File: config.mk
export PLATFORM = sky130hd
export DESIGN_NAME = prog_fsm_engine_flat
export DESIGN_NICKNAME = d
export VERILOG_FILES = /design/src/rtl/prog_fsm_engine_if.sv /design/src/rtl/prog_fsm_engine.sv /design/src/flat_wrapper.sv
export SDC_FILE = /design/constraint.sdc
export NUM_CORES = 1
export LEC_CHECK = 0
export BUFFER_PORTS_ARGS = -buffer_cell sky130_fd_sc_hd__buf_2
export CAP_MARGIN = 30
export CORE_MARGIN = 4
export CORE_UTILIZATION = 60
export CTS_BUF_LIST = sky130_fd_sc_hd__clkbuf_8
export CTS_CLUSTER_DIAMETER = 40
export DETAILED_ROUTE_END_ITERATION = 6
export PLACE_DENSITY = 0.89
export SKIP_CTS_REPAIR_TIMING = 1
export SLEW_MARGIN = 20
export SYNTH_ARGS = -nofsm -noshare
export SYNTH_HDL_FRONTEND = slang
export SYNTH_SLANG_ARGS = --single-unit
File: constraint.sdc
create_clock -name clock -period 5.9 [get_ports clock]
set_input_delay 1.18 -clock clock [delete_from_list [all_inputs] [get_ports clock]]
set_output_delay 1.18 -clock clock [all_outputs]
set_load 0.02 [all_outputs]
File: src/rtl/prog_fsm_engine_if.sv
// Control/status bundle of the programmable FSM engine: run controls, config
// write port and the observed state/output vector.
interface prog_fsm_engine_if #(
    parameter int N_STATES = 8,
    parameter int N_IN     = 3,
    parameter int N_OUT    = 2,
    parameter int N_SLOTS  = 4
);
    localparam int SW = ($clog2(N_STATES) > 1) ? $clog2(N_STATES) : 1;
    localparam int KW = ($clog2(N_SLOTS) > 1) ? $clog2(N_SLOTS) : 1;

    logic             en;
    logic             restart;
    logic [N_IN-1:0]  in;
    logic             cfg_rule_we;
    logic             cfg_moore_we;
    logic [SW-1:0]    cfg_state;
    logic [KW-1:0]    cfg_slot;
    logic             cfg_valid;
    logic [N_IN-1:0]  cfg_care;
    logic [N_IN-1:0]  cfg_match;
    logic [SW-1:0]    cfg_next;
    logic [N_OUT-1:0] cfg_omask;
    logic [N_OUT-1:0] cfg_oval;
    logic [SW-1:0]    state;
    logic [N_OUT-1:0] out;
    logic             hit;
    logic [KW-1:0]    hit_slot;
    logic             cfg_err;

    modport master (
        output en, restart, in, cfg_rule_we, cfg_moore_we, cfg_state, cfg_slot,
               cfg_valid, cfg_care, cfg_match, cfg_next, cfg_omask, cfg_oval,
        input  state, out, hit, hit_slot, cfg_err
    );

    modport slave (
        input  en, restart, in, cfg_rule_we, cfg_moore_we, cfg_state, cfg_slot,
               cfg_valid, cfg_care, cfg_match, cfg_next, cfg_omask, cfg_oval,
        output state, out, hit, hit_slot, cfg_err
    );
endinterface

File: src/rtl/prog_fsm_engine.sv
// Table-driven FSM: per-state prioritised match rules pick the next state and
// optional Mealy bit overrides on top of a per-state Moore output.
module prog_fsm_engine #(
    parameter int N_STATES   = 8,
    parameter int N_IN       = 3,
    parameter int N_OUT      = 2,
    parameter int N_SLOTS    = 4,
    parameter int INIT_STATE = 0
) (
    input logic              clock,
    input logic              reset_L,
    prog_fsm_engine_if.slave bus
);
    localparam int SW = ($clog2(N_STATES) > 1) ? $clog2(N_STATES) : 1;
    localparam int KW = ($clog2(N_SLOTS) > 1) ? $clog2(N_SLOTS) : 1;
    localparam logic [SW:0]   STATES_W = (SW+1)'(N_STATES);
    localparam logic [KW:0]   SLOTS_W  = (KW+1)'(N_SLOTS);
    localparam logic [SW-1:0] INIT_W   = SW'(INIT_STATE);

    logic             valid_q [N_STATES][N_SLOTS];
    logic [N_IN-1:0]  care_q  [N_STATES][N_SLOTS];
    logic [N_IN-1:0]  match_q [N_STATES][N_SLOTS];
    logic [SW-1:0]    next_q  [N_STATES][N_SLOTS];
    logic [N_OUT-1:0] omask_q [N_STATES][N_SLOTS];
    logic [N_OUT-1:0] oval_q  [N_STATES][N_SLOTS];
    logic [N_OUT-1:0] moore_q [N_STATES];

    logic [SW-1:0]    state_q, state_d;
    logic             cfg_err_q, cfg_err_d;

    logic             state_ok_s, hit_s, take_s, next_bad_s;
    logic             wr_state_bad_s, wr_slot_bad_s, rule_ok_s, moore_ok_s;
    logic [KW-1:0]    slot_s;
    logic [SW-1:0]    win_next_s;
    logic [N_OUT-1:0] win_omask_s, win_oval_s, moore_s, out_s;

    function automatic logic rule_match(input logic v, input logic [N_IN-1:0] in_v,
                                        input logic [N_IN-1:0] care, input logic [N_IN-1:0] match);
        return v && (((in_v ^ match) & care) == {N_IN{1'b0}});
    endfunction

    assign state_ok_s     = ({1'b0, state_q} < STATES_W);
    assign wr_state_bad_s = ({1'b0, bus.cfg_state} >= STATES_W);
    assign wr_slot_bad_s  = ({1'b0, bus.cfg_slot} >= SLOTS_W);
    assign rule_ok_s      = bus.cfg_rule_we && !wr_state_bad_s && !wr_slot_bad_s;
    assign moore_ok_s     = bus.cfg_moore_we && !wr_state_bad_s;

    // Rule lookup: scan high to low so the lowest matching slot is left standing.
    always_comb begin
        hit_s       = 1'b0;
        slot_s      = {KW{1'b0}};
        win_next_s  = {SW{1'b0}};
        win_omask_s = {N_OUT{1'b0}};
        win_oval_s  = {N_OUT{1'b0}};
        moore_s     = {N_OUT{1'b0}};
        if (state_ok_s) begin
            moore_s = moore_q[state_q];
            for (int k = N_SLOTS - 1; k >= 0; k--) begin
                if (rule_match(valid_q[state_q][k], bus.in, care_q[state_q][k], match_q[state_q][k])) begin
                    hit_s       = 1'b1;
                    slot_s      = KW'(k);
                    win_next_s  = next_q[state_q][k];
                    win_omask_s = omask_q[state_q][k];
                    win_oval_s  = oval_q[state_q][k];
                end else begin
                    hit_s = hit_s;
                end
            end
        end else begin
            moore_s = {N_OUT{1'b0}};
        end
    end

    assign take_s     = bus.en && hit_s && !bus.restart;
    assign next_bad_s = ({1'b0, win_next_s} >= STATES_W);

    // Output merge, next-state selection and config error detection.
    always_comb begin
        out_s     = moore_s;
        state_d   = state_q;
        cfg_err_d = (bus.cfg_rule_we && (wr_state_bad_s || wr_slot_bad_s))
                  || (bus.cfg_moore_we && wr_state_bad_s)
                  || (take_s && next_bad_s);
        if (bus.en && hit_s) begin
            out_s = (moore_s & ~win_omask_s) | (win_oval_s & win_omask_s);
        end else begin
            out_s = moore_s;
        end
        if (bus.restart) begin
            state_d = INIT_W;
        end else if (take_s) begin
            state_d = next_bad_s ? INIT_W : win_next_s;
        end else begin
            state_d = state_q;
        end
    end

    // State register and registered error pulse.
    always_ff @(posedge clock) begin
        if (!reset_L) begin
            state_q   <= INIT_W;
            cfg_err_q <= 1'b0;
        end else begin
            state_q   <= state_d;
            cfg_err_q <= cfg_err_d;
        end
    end

    // Transition table and Moore entries; cleared by reset, written through cfg.
    always_ff @(posedge clock) begin
        if (!reset_L) begin
            for (int s = 0; s < N_STATES; s++) begin
                moore_q[s] <= {N_OUT{1'b0}};
                for (int k = 0; k < N_SLOTS; k++) begin
                    valid_q[s][k] <= 1'b0;
                    care_q[s][k]  <= {N_IN{1'b0}};
                    match_q[s][k] <= {N_IN{1'b0}};
                    next_q[s][k]  <= {SW{1'b0}};
                    omask_q[s][k] <= {N_OUT{1'b0}};
                    oval_q[s][k]  <= {N_OUT{1'b0}};
                end
            end
        end else begin
            if (rule_ok_s) begin
                valid_q[bus.cfg_state][bus.cfg_slot] <= bus.cfg_valid;
                care_q[bus.cfg_state][bus.cfg_slot]  <= bus.cfg_care;
                match_q[bus.cfg_state][bus.cfg_slot] <= bus.cfg_match;
                next_q[bus.cfg_state][bus.cfg_slot]  <= bus.cfg_next;
                omask_q[bus.cfg_state][bus.cfg_slot] <= bus.cfg_omask;
                oval_q[bus.cfg_state][bus.cfg_slot]  <= bus.cfg_oval;
            end
            if (moore_ok_s) begin
                moore_q[bus.cfg_state] <= bus.cfg_oval;
            end
        end
    end

    assign bus.state    = state_q;
    assign bus.out      = out_s;
    assign bus.hit      = hit_s;
    assign bus.hit_slot = slot_s;
    assign bus.cfg_err  = cfg_err_q;
endmodule

File: src/flat_wrapper.sv
// flat-port wrapper written by rule: the top's interface ports become plain ports
module prog_fsm_engine_flat 
#(
    parameter int N_STATES   = 8,
    parameter int N_IN       = 3,
    parameter int N_OUT      = 2,
    parameter int N_SLOTS    = 4,
    parameter int INIT_STATE = 0
)
  (clock, reset_L, bus_en, bus_restart, bus_in, bus_cfg_rule_we, bus_cfg_moore_we, bus_cfg_state, bus_cfg_slot, bus_cfg_valid, bus_cfg_care, bus_cfg_match, bus_cfg_next, bus_cfg_omask, bus_cfg_oval, bus_state, bus_out, bus_hit, bus_hit_slot, bus_cfg_err);
  prog_fsm_engine_if #(.N_STATES(N_STATES), .N_IN(N_IN), .N_OUT(N_OUT), .N_SLOTS(N_SLOTS)) bus_i ();
  input logic clock;
  input logic reset_L;
  input wire logic [$bits(bus_i.en)-1:0] bus_en;
  input wire logic [$bits(bus_i.restart)-1:0] bus_restart;
  input wire logic [$bits(bus_i.in)-1:0] bus_in;
  input wire logic [$bits(bus_i.cfg_rule_we)-1:0] bus_cfg_rule_we;
  input wire logic [$bits(bus_i.cfg_moore_we)-1:0] bus_cfg_moore_we;
  input wire logic [$bits(bus_i.cfg_state)-1:0] bus_cfg_state;
  input wire logic [$bits(bus_i.cfg_slot)-1:0] bus_cfg_slot;
  input wire logic [$bits(bus_i.cfg_valid)-1:0] bus_cfg_valid;
  input wire logic [$bits(bus_i.cfg_care)-1:0] bus_cfg_care;
  input wire logic [$bits(bus_i.cfg_match)-1:0] bus_cfg_match;
  input wire logic [$bits(bus_i.cfg_next)-1:0] bus_cfg_next;
  input wire logic [$bits(bus_i.cfg_omask)-1:0] bus_cfg_omask;
  input wire logic [$bits(bus_i.cfg_oval)-1:0] bus_cfg_oval;
  output wire logic [$bits(bus_i.state)-1:0] bus_state;
  output wire logic [$bits(bus_i.out)-1:0] bus_out;
  output wire logic [$bits(bus_i.hit)-1:0] bus_hit;
  output wire logic [$bits(bus_i.hit_slot)-1:0] bus_hit_slot;
  output wire logic [$bits(bus_i.cfg_err)-1:0] bus_cfg_err;
  assign bus_i.en = bus_en;
  assign bus_i.restart = bus_restart;
  assign bus_i.in = bus_in;
  assign bus_i.cfg_rule_we = bus_cfg_rule_we;
  assign bus_i.cfg_moore_we = bus_cfg_moore_we;
  assign bus_i.cfg_state = bus_cfg_state;
  assign bus_i.cfg_slot = bus_cfg_slot;
  assign bus_i.cfg_valid = bus_cfg_valid;
  assign bus_i.cfg_care = bus_cfg_care;
  assign bus_i.cfg_match = bus_cfg_match;
  assign bus_i.cfg_next = bus_cfg_next;
  assign bus_i.cfg_omask = bus_cfg_omask;
  assign bus_i.cfg_oval = bus_cfg_oval;
  assign bus_state = bus_i.state;
  assign bus_out = bus_i.out;
  assign bus_hit = bus_i.hit;
  assign bus_hit_slot = bus_i.hit_slot;
  assign bus_cfg_err = bus_i.cfg_err;
  prog_fsm_engine #(.N_STATES(N_STATES), .N_IN(N_IN), .N_OUT(N_OUT), .N_SLOTS(N_SLOTS), .INIT_STATE(INIT_STATE)) u_core (.clock(clock), .reset_L(reset_L), .bus(bus_i));
endmodule
==> impl_metrics.json <==
{
  "power_leakage_nw": 8.40,
  "multi_input_area_sq_um": 7160,
  "timing.final.hold_violations": 0,
  "path_max_fanout": 57,
  "synth_area_leaders": "edfxtp_1 (63%), and2_1 (13%), mux4_2 (7.4%)",
  "num_vias": 13200,
  "hp-start": "u_core.valid_q[4][3]",
  "cts_sinks": 470,
  "critPathKind": "reg2out",
  "grt.total_usage": 0.268,
  "yosysWarnings": 0,
  "avgSynthCellArea_sq_um": 14.1,
  "yosysTopAreaCell": "edfxtp_1",
  "grt_max_degree": 58,
  "overflow": 0,
  "synth_flop_cell": "edfxtp_1",
  "cts-root-buf": "clkbuf_8",
  "finalWorstSetupSlack_ns": 0.344,
  "ys_types": 60,
  "regArea_sq_um": 14100,
  "dp_hpwl_um": 31300,
  "dp_slack_ns": 0.625,
  "path_clk_slew_ns": 0.07,
  "finalSetupTns_ns": 0,
  "clkLatencyLatePin_ns": 0.63,
  "fin_crit_ns": 5.56,
  "crit_buf_inv": 2,
  "crit_slowest_cell": "dfxtp_4",
  "gp_congestion": 0.876,
  "die_height_um": 199,
  "hp-class": "reg2reg",
  "slew_viol_final": 0,
  "grt_pass1_vias": 13500,
  "n_fill_cell": 2286,
  "drive_gt1_frac": 0.172,
  "status": "finished, final reports clean",
  "cp.arrival_ns": 4.38,
  "synth_seq_area_share": 0.641,
  "worstPathRequired_ns": 4.72,
  "synth_fp_nets": 1577,
  "power.total_w": 0.00748,
  "final_cells": 2094,
  "synth_enable_flop_cells": 463,
  "via_per_inst": 6.30,
  "first_pass_iters": 6,
  "wl_per_cell_um": 25.1,
  "syn_area_sq_um": 21900,
  "p_per_area_nw_per_um2": 314,
  "num-nets-final": 1602,
  "port_buffers": 35,
  "design.die.area_sq_um": 39600,
  "ir_worst_vdd_v": 0.000204,
  "critical_path.top_delay_family": "compound AO/OA/AOI/OAI gates",
  "finalSetupViolCount": 0,
  "core_area_sq_um": 35800,
  "max_freq_mhz": 180,
  "cts_made_buffers": 76,
  "critPathLaunchType": "flop",
  "ios": 37,
  "rows": 69,
  "synth-seq-cells": 470,
  "htreeDepth": 3,
  "tightest_slew_ns": 1.05,
  "grt_pass1_wl_um": 79400,
  "initialDrtViolationCount": 1953,
  "synth_top_area_share": 0.635,
  "synth_cells": 1549,
  "period_share": 0.942,
  "dpl.cell_count": 1952,
  "grt_setup_unrepaired": "false",
  "die_x_um": 199,
  "ant_nets": 0,
  "clockBufferDepth": 3,
  "max-cap-violations": 0,
  "antenna_found_initial": 0,
  "critPathMaxStageDelay_ns": 0.69,
  "drc": 0,
  "start_util": 0.612,
  "area_growth_pct": 8.72,
  "async_reset_ff_frac": 0,
  "final.setup_skew_ns": 0.0500,
  "relSlewSlack": 0.296,
  "critPathCaptureType": "output pin",
  "path_cells": "buf_12 > mux2i_1 > xnor2_1 > a32oi_1 > nand4_1 > and2_1 > nor2b_4 > a31oi_4 > o211ai_2 > mux2i_1 > buf_2",
  "crit_top_cell": "mux2i_1",
  "cts_tree": "done",
  "wirelength_um": 52500
}
[kinds of logic after synthesis]
| group | after synthesis | synth area share |
|---|---|---|
| flip-flops | 470 | 0.641 |
| multiplexers | 137 | 0.105 |
| buffers and inverters | 148 | 0.0323 |
| XOR/XNOR | 54 | 0.0216 |
| other | 1 | 0.000171 |
| AO/OA/AOI/OAI | 118 | 0.0361 |
| AND/OR/NAND/NOR | 621 | 0.164 |
[synth_stat cells (all sizes together), types with 7 or more instances]
library cell / n
dfxtp: 7
clkbuf: 97
nand2: 48
mux2i: 50
a21oi: 15
edfxtp: 463
mux2: 15
buf: 40
and2: 448
mux4: 72
nand4: 8
inv: 11
nor2: 68
xnor2: 18
a31oi: 15
o21ai: 51
xor2: 36
nand3: 33
[path summary, 6_finish.rpt]
check | slack [ns] | cells after the start | to
setup / recovery | 0.34 | 11 | bus_out[1]
hold / removal | 0.49 | 2 | u_core.valid_q[4][3]
setup reg to reg | 2.50 | 10 | flop
hold reg to reg | 0.49 | 2 | u_core.valid_q[4][3]
[area by class of cell]
cell class,instances,area share
timing repair buffer,84,0.0238
tap,461,0.0242
clock buffer,83,0.0480
clock inverter,52,0.0116
multi-input combinational,931,0.301
inverter,11,0.00173
antenna,2,0.000210
sequential,470,0.590
[per-stage QoR]
stage	hold slack, ns	util	instance area (sq um)
finish	0.494	0.665	23800
detailed placement	0.476	0.624	22400
CTS	0.483	0.664	23800
global route	0.519	0.665	23800
global placement	0.464	0.624	22400
floorplan	0.437	-	21900
[layout by cell type, fill, tap and decap left out, types with 14 or more instances in the layout]
cell type	netlist	final
buf_2	16	35
inv_1	10	41
nor2_1	68	68
nand3_1	32	32
a21oi_1	15	15
xnor2_1	18	18
edfxtp_1	463	463
xor2_1	36	36
buf_4	10	47
clkbuf_8	0	83
o21ai_0	48	16
nand2_1	46	46
o21ai_1	3	35
and2_1	448	448
mux4_2	72	72
mux2i_1	50	50
a31oi_1	14	14
[registers in the layout, indices dropped and copies added (netlist names), named ones only]
name              flops
u_core.valid_q       32
u_core.moore_q       16
u_core.oval_q        64
u_core.match_q       96
u_core.care_q        96
u_core.omask_q       64
u_core.bus.state      3
u_core.next_q        96
[power by group]
part / leakage, nW / internal (W) / switching [W] / total [W]
Sequential: 4.47 / 0.00385 / 0.0000902 / 0.00394
Combinational: 3.09 / 0.000337 / 0.000563 / 0.000900
Clock: 0.839 / 0.00138 / 0.00126 / 0.00264
[metal layers]
| layer | share of wire | vias to the layer above | global-route usage |
|---|---|---|---|
| met2 | 0.48 | 895 | 0.428 |
| met3 | 0.12 | 158 | 0.0588 |
| met5 | 0 | - | 0 |
| met1 | 0.37 | 6501 | 0.364 |
| li1 | - | 5640 | - |
| met4 | 0.035 | 0 | 0.110 |
[worst reg2reg max path, cell delays in order, from the launching register on]
cell and delay [ns]:
dfxtp_4 0.69, buf_12 0.37, mux2i_1 0.40, xnor2_1 0.14, a32oi_1 0.29, nand4_1 0.20
and2_1 0.31, nor2b_4 0.20, a31oi_4 0.36, o21ai_1 0.15, a31oi_1 0.20
No activity file was read; power rests on OpenSTA's default activity.
